$ cat config.mk
export PLATFORM = sky130hd
export DESIGN_NAME = mux_pipe
export DESIGN_NICKNAME = d
export VERILOG_FILES = /design/src/rtl/mux_pipe_pkg.sv /design/src/rtl/mux_pipe_stage.sv /design/src/rtl/mux_pipe.sv
export SDC_FILE = /design/constraint.sdc
export NUM_CORES = 1
export LEC_CHECK = 0
export CORE_MARGIN = 8
export CORE_UTILIZATION = 25
export CTS_BUF_LIST = sky130_fd_sc_hd__clkbuf_4 sky130_fd_sc_hd__clkbuf_8
export DETAILED_ROUTE_END_ITERATION = 6
export SYNTH_ARGS = -nofsm -noshare
export SYNTH_HDL_FRONTEND = slang
export SYNTH_SLANG_ARGS = --single-unit
$ cat constraint.sdc
create_clock -name clk -period 2.6 [get_ports clk]
set_input_delay 0.52 -clock clk [delete_from_list [all_inputs] [get_ports clk]]
set_output_delay 0.52 -clock clk [all_outputs]
set_load 0.05 [all_outputs]
$ cat src/rtl/mux_pipe_pkg.sv
// Shared definitions for the pipelined N:1 result selector.
package mux_pipe_pkg;

    // Width of the saturating illegal-select counter.
    localparam int ERR_CNT_W = 8;

    typedef logic [ERR_CNT_W-1:0] err_cnt_t;

    // A select code is legal when it addresses one of the n_inputs data words.
    function automatic logic sel_is_legal(input int unsigned sel_val,
                                          input int unsigned n_inputs);
        return sel_val < n_inputs;
    endfunction

endpackage

$ cat src/rtl/mux_pipe_stage.sv
// One elastic register stage: loads when empty or when the next stage takes
// its entry, otherwise holds. Flush empties it and reset clears it.
module mux_pipe_stage
    import mux_pipe_pkg::*;
#(
    parameter int WIDTH = 32
) (
    input  logic             clk_i,
    input  logic             reset_i,
    input  logic             flush_i,
    input  logic             valid_i,
    input  logic             err_i,
    input  logic [WIDTH-1:0] data_i,
    input  logic             ready_i,
    output logic             valid_o,
    output logic             err_o,
    output logic [WIDTH-1:0] data_o
);

    typedef struct packed {
        logic             valid;
        logic             err;
        logic [WIDTH-1:0] data;
    } entry_t;

    entry_t entry_q;
    entry_t entry_d;
    logic   advance;

    // The slot can take a new entry if it is empty or its entry moves on.
    assign advance = !entry_q.valid || ready_i;

    // Next entry: load from upstream when advancing, hold otherwise; flush drops valid only.
    always_comb begin
        entry_d = entry_q;
        if (advance) begin
            entry_d.valid = valid_i;
            entry_d.err   = err_i;
            entry_d.data  = data_i;
        end
        if (flush_i) begin
            entry_d.valid = 1'b0;
        end
    end

    // Stage register; reset clears control and data so outputs are never X.
    always_ff @(posedge clk_i) begin
        if (reset_i) begin
            entry_q <= '0;
        end else begin
            entry_q <= entry_d;
        end
    end

    assign valid_o = entry_q.valid;
    assign err_o   = entry_q.err;
    assign data_o  = entry_q.data;

endmodule

$ cat src/rtl/mux_pipe.sv
// Pipelined N:1 data selector with valid/ready on both sides. The select is
// resolved at capture; illegal codes produce zero data and an error flag that
// travels with the entry through STAGES elastic register stages.
module mux_pipe
    import mux_pipe_pkg::*;
#(
    parameter  int WIDTH  = 32,
    parameter  int N      = 3,
    parameter  int STAGES = 2,
    localparam int SW     = (N > 1) ? $clog2(N) : 1
) (
    input  logic                 clk,
    input  logic                 reset,
    input  logic                 in_valid,
    output logic                 in_ready,
    input  logic [SW-1:0]        sel,
    input  logic [WIDTH-1:0]     data_in [N],
    input  logic                 flush,
    output logic                 out_valid,
    input  logic                 out_ready,
    output logic [WIDTH-1:0]     out_data,
    output logic                 out_err,
    output logic [ERR_CNT_W-1:0] err_count
);

    // Index 0 is the upstream input; index k+1 is the output of stage k.
    logic             vld [STAGES+1];
    logic             erf [STAGES+1];
    logic [WIDTH-1:0] dat [STAGES+1];
    // rdy[k] is ready_k; rdy[STAGES] is the downstream ready.
    logic [STAGES:0]  rdy;

    logic             sel_legal;
    logic [WIDTH-1:0] sel_data;
    logic             in_xfer;
    err_cnt_t         err_count_q;
    err_cnt_t         err_count_d;

    assign sel_legal = sel_is_legal(32'(sel), 32'(N));

    // N:1 select; an out-of-range code matches no input and yields zero.
    always_comb begin
        sel_data = '0;
        for (int i = 0; i < N; i++) begin
            if (sel == SW'(i)) begin
                sel_data = data_in[i];
            end
        end
    end

    assign vld[0] = in_valid;
    assign erf[0] = !sel_legal;
    assign dat[0] = sel_data;

    // Ready ripples back from the output: a stage is ready if empty or the next one is.
    always_comb begin : ready_chain
        logic r;
        rdy         = '0;
        r           = out_ready;
        rdy[STAGES] = out_ready;
        for (int k = STAGES - 1; k >= 0; k--) begin
            r      = !vld[k+1] || r;
            rdy[k] = r;
        end
    end

    assign in_ready = rdy[0];
    assign in_xfer  = in_valid && in_ready;

    for (genvar k = 0; k < STAGES; k++) begin : g_stage
        mux_pipe_stage #(
            .WIDTH (WIDTH)
        ) u_stage (
            .clk_i   (clk),
            .reset_i (reset),
            .flush_i (flush),
            .valid_i (vld[k]),
            .err_i   (erf[k]),
            .data_i  (dat[k]),
            .ready_i (rdy[k+1]),
            .valid_o (vld[k+1]),
            .err_o   (erf[k+1]),
            .data_o  (dat[k+1])
        );
    end

    assign out_valid = vld[STAGES];
    assign out_err   = erf[STAGES];
    assign out_data  = dat[STAGES];

    // Count accepted illegal selects, saturating; flushed transfers still count.
    always_comb begin
        err_count_d = err_count_q;
        if (in_xfer && !sel_legal && (err_count_q != '1)) begin
            err_count_d = err_count_q + ERR_CNT_W'(1);
        end
    end

    // Error counter register; only reset clears it.
    always_ff @(posedge clk) begin
        if (reset) begin
            err_count_q <= '0;
        end else begin
            err_count_q <= err_count_d;
        end
    end

    assign err_count = err_count_q;

endmodule

Yosys cells after proc, flatten, opt, wreduce, memory -nomap -nowiden:

Cells that the tools add are included.

* output and inout bits: 43
* input port bits: 103
* register bits after elaboration: 76

* reduce and logical (&&, ||, !) cells: 10
* $add $sub $neg: 1
* eq/ne operators: 3
* magnitude comparators: 1
* muxes and demuxes: 3

Operator list (count)
* $mux 32: 3
* $add 8x1->8 const B: 1
* $ne 8x8->1 const B: 1
* $logic_and 1x1->1: 3
* $logic_not 1->1: 3
* $eq 2x1->1 const B: 1
* $eq 2x2->1 const B: 1
* $logic_not 2->1: 1
* $logic_or 1x1->1: 2
* $lt 2x2->1 const B: 1
* $reduce_or 2->1: 1

Logic depth before layout (Yosys ltp):

* depth in word-level cells: 6
* mapped depth: 6
* mapped depth without buffers: 5

Hierarchy:

From an unflattened synthesis, not the netlist that was laid out.

* cells, all modules: 458
* area, all modules: 4240.3 µm²

By module, submodules not included
* mux_pipe_stage: area each 1574.0 µm², seq. area each 680.7 µm², cells an instance 152, times used 2
* mux_pipe: area each 1092.3 µm², seq. area each 160.2 µm², cells an instance 154, times used 1

Least setup slack after synthesis:

OpenSTA, ideal clock, no wires.

* path kind: register -> output
* start: register g_stage[1].u_stage.entry_q (netlist bit g_stage[1].u_stage.valid_o)
* end: output port in_ready
* path slack: 0.538 ns
* stages on the path, launching flop included: 4
* arrival: 1.542 ns
* path through: dfxtp_1 nand3b_1 buf_2 buf_1

* word-level cells in the longest chain between the ends: 3

RTL lines
* from (decl): line mux_pipe_stage.sv:26 `entry_t entry_q;`
* from (signal assigned): line mux_pipe_stage.sv:51 `entry_q <= entry_d;`
* $logic_not 1->1: line mux_pipe.sv:62 `r = !vld[k+1] || r;`
* $logic_or 1x1->1 (2 in a row): line mux_pipe.sv:62
* to (decl): line mux_pipe.sv:15 `output logic in_ready,`

Every way passes these cells.

Worst setup path after layout:

* start: register err_count_q[2] (netlist: err_count[2])
* end: output port err_count[2]

RTL lines
* from (decl): line mux_pipe.sv:36 `err_cnt_t err_count_q;`
* from (signal assigned): line mux_pipe.sv:104 `err_count_q <= err_count_d;`
* to (decl): line mux_pipe.sv:23 `output logic [ERR_CNT_W-1:0] err_count`

No word-level cell between the ends.

==> reports/qor.txt <==
status -> complete, no violations
pin count of the biggest net entering global routing -> 46
drt wl/cell -> 14.7 um
Hold Crit Class -> flip-flop to flip-flop
first-pass GRT wire length -> 17.2 mm
Clk pin slew, worst setup/hold paths -> 0.08 ns
total power draw -> 2.77 mW
layout cells sized above 1 -> 6.34%
post-cts sizing count -> 0
final worst-path cycle share -> 83.1%
register area -> 1520 um^2
Final Instance Area -> 5190 um^2
area post-placement -> 4950 um^2
DR top layer -> met4
fill cell count -> 1,488
Finish-stage setup viols -> 0
CTS sink cnt -> 76
Top delay family on crit path -> buffers and inverters
Layout area overhead -> 45.8%
# DRC -> 0
vias post-DR -> 3,294
main area contributors after synthesis -> dfxtp_1 (43%), a21oi_1 (10%), mux2i_1 (9.3%)
EDFF count, synth -> 0
Critical Path AT -> 1.64 ns
Final Hold Viols -> 0
worst slew pin tran -> 0.660 ns
CTS tree -> done
global route overflow -> 0
Syn Area/Cell -> 7.96 um^2
root buffer cell -> clkbuf_8
PwrDens -> 533 nW/um^2
ys flop type -> dfxtp_1
Max Cap Viol -> 0
met3 wire len -> 901 um
DRT iter0 DRCs -> 160
Rows -> 43
DIE HEIGHT -> 135 um
Startpoint Class -> flip-flop
fraction of power spent switching nets -> 24.6%
top cell type by total area after synthesis -> dfxtp_1
# port buffers -> 145
Leak -> 1.98 nW
Syn. warnings -> 0
CTS max path bufs -> 2
Detailed Route WL -> 10.8 mm
Initial Util -> 25.6%
H-tree depth -> 3
Max Fclk -> 463 MHz
fin. max-slew vios -> 0
async set-reset flop share out of synthesis -> 0%
power share of the clock group -> 37.8%
postcts setup bufs -> 0
Mapped Cells -> 447
Reg power frac -> 45.1%
Post-layout nets -> 651
CTS Hold Buffers Added -> 0
total I/O pin count -> 146
CP max stage delay -> 0.85 ns
Routed Antenna Nets -> 0
WL met2 -> 4.85 mm
Syn Nets -> 551
GRT Resource Usage Total -> 11.8%
logic gate share of total power -> 17.1%
wl on met1 -> 4.91 mm
number of synthesized register bits -> 76
Tmin final -> 2.16 ns
Hold Slack -> 0.450 ns
vias per cell -> 4.50
number of CTS-inserted buffers -> 9
RSZ-0062 raised after global routing -> false
Fin Setup TNS -> 0 ns
Int Power -> 2.08 mW
Critical Path RT -> 2.08 ns
Die Width -> 135 um
DP Wirelength -> 8.16 mm
maximum vdd drop -> 0.197 mV
synth cell count leaders -> dfxtp_1 (76), a21oi_1 (73), nand2_1 (68), nor2_1 (67)
crit path kind -> flip-flop to output pin
CP max FO -> 7
CP Capture Type -> output pin
antenna violations before repair -> 0
antenna cells -> 0
drt pass-1 iters -> 4
CP cell instances -> clkdlybuf4s50_1
slowest CP cell -> clkdlybuf4s50_1
count of different cell masters after synthesis -> 26
Core Area -> 13,900 um^2
CP Buf/Inv Count -> 1
area of the multi-input gates -> 1650 um^2
die footprint -> 18,300 um^2
Psw -> 0.682 mW
routability congestion estimate -> 0.748
worst-skew pair later-pin latency -> 0.34 ns
register area share after synthesis -> 42.8%
Cell Area, Synth -> 3560 um^2
skew final -> 0.00745 ns
top-count cell post-synth -> dfxtp_1
number of global-route vias before repair -> 3,273
top cell type's share of synthesized area -> 42.8%
max_slew headroom -> 56.0%
## cells by family (layout without fill, tap and decap cells)
logic type | Yosys count | count (layout) | synth area share (%)
and+or+nand+nor | 155 | 155 | 17.6
AOI/OAI and AO/OA | 112 | 112 | 18.4
DFF | 76 | 76 | 42.8
buffers and inverters | 69 | 174 | 11.3
muxes | 33 | 33 | 9.29
adders and majority gates | 1 | 1 | 0.352
xor gates and xnor gates | 1 | 1 | 0.246
## worst paths after layout
check | start | to | slack [ns] | cells past startpoint
hold reg to reg | g_stage[1].u_stage.data_o[26]$_SDFFE_PP0P_ | g_stage[1].u_stage.data_o[26]$_SDFFE_PP0P_ | 0.45 | 2
hold / removal | g_stage[1].u_stage.data_o[26]$_SDFFE_PP0P_ | g_stage[1].u_stage.data_o[26]$_SDFFE_PP0P_ | 0.45 | 2
setup / recovery | err_count[2]$_SDFFE_PP0P_ | err_count[2] | 0.44 | 1
setup reg to reg | err_count[0]$_SDFFE_PP0P_ | err_count[5]$_SDFFE_PP0P_ | 0.89 | 5
## cell type report
| type | count | share of cell area [%] |
|---|---|---|
| well taps | 180 | 4.34 |
| clock buffers | 13 | 3.21 |
| flip-flops and latches | 76 | 29.3 |
| repair buffers | 157 | 30.0 |
| multi-input cells | 302 | 31.7 |
| inverters | 1 | 0.0724 |
| clock inverters | 3 | 1.33 |
## sequential cells by signal, indices dropped and copies added (netlist names)
register                 count
g_stage.u_stage.valid_o      2
err_count                    8
g_stage.u_stage.err_o        2
g_stage.u_stage.data_o      64
## cells in the final DEF, fill, tap and decap left out, drive strengths merged
cell and count:
bufinv 2, nand3 6, or4 3, mux2i 33, ha 1, o21ai 3
nand3b 1, nor2b 2, o211ai 1, nand2b 1, clkinv 1, inv 1
dfxtp 76, nor2 67, and3 1, nand4 1, buf 15, nor3 2
clkbuf 13, o31ai 3, a21oi 73, clkdlybuf4s50 142, or3 3, nand2 68
xor2 1, a211oi 32
## power by group through the flow
stage	sequential [mW]	combinational (mW)	clock (mW)
after global placement	1.27	0.472	0
after CTS	1.25	0.479	1.09
after floorplan	1.27	0.261	0
after detailed placement	1.28	0.477	0
final	1.25	0.473	1.04
after global routing	1.26	0.511	1.15
## metal layers
layer | vias up | global-route usage, %
met5 | - | 0
met4 | 0 | 3.89
met3 | 5 | 4.71
met2 | 107 | 18.3
met1 | 1495 | 14.5
li1 | 1687 | -
## stage by stage
step	std cells	utilization, %	setup WS [ns]
after floorplan	447	-	0.538
after global placement	716	35.7	0.154
after detailed placement	716	35.7	0.141
after CTS	732	37.4	0.411
after global routing	732	37.4	0.349
final	732	37.4	0.441
Note: power is estimated with default switching activity, not from simulation.
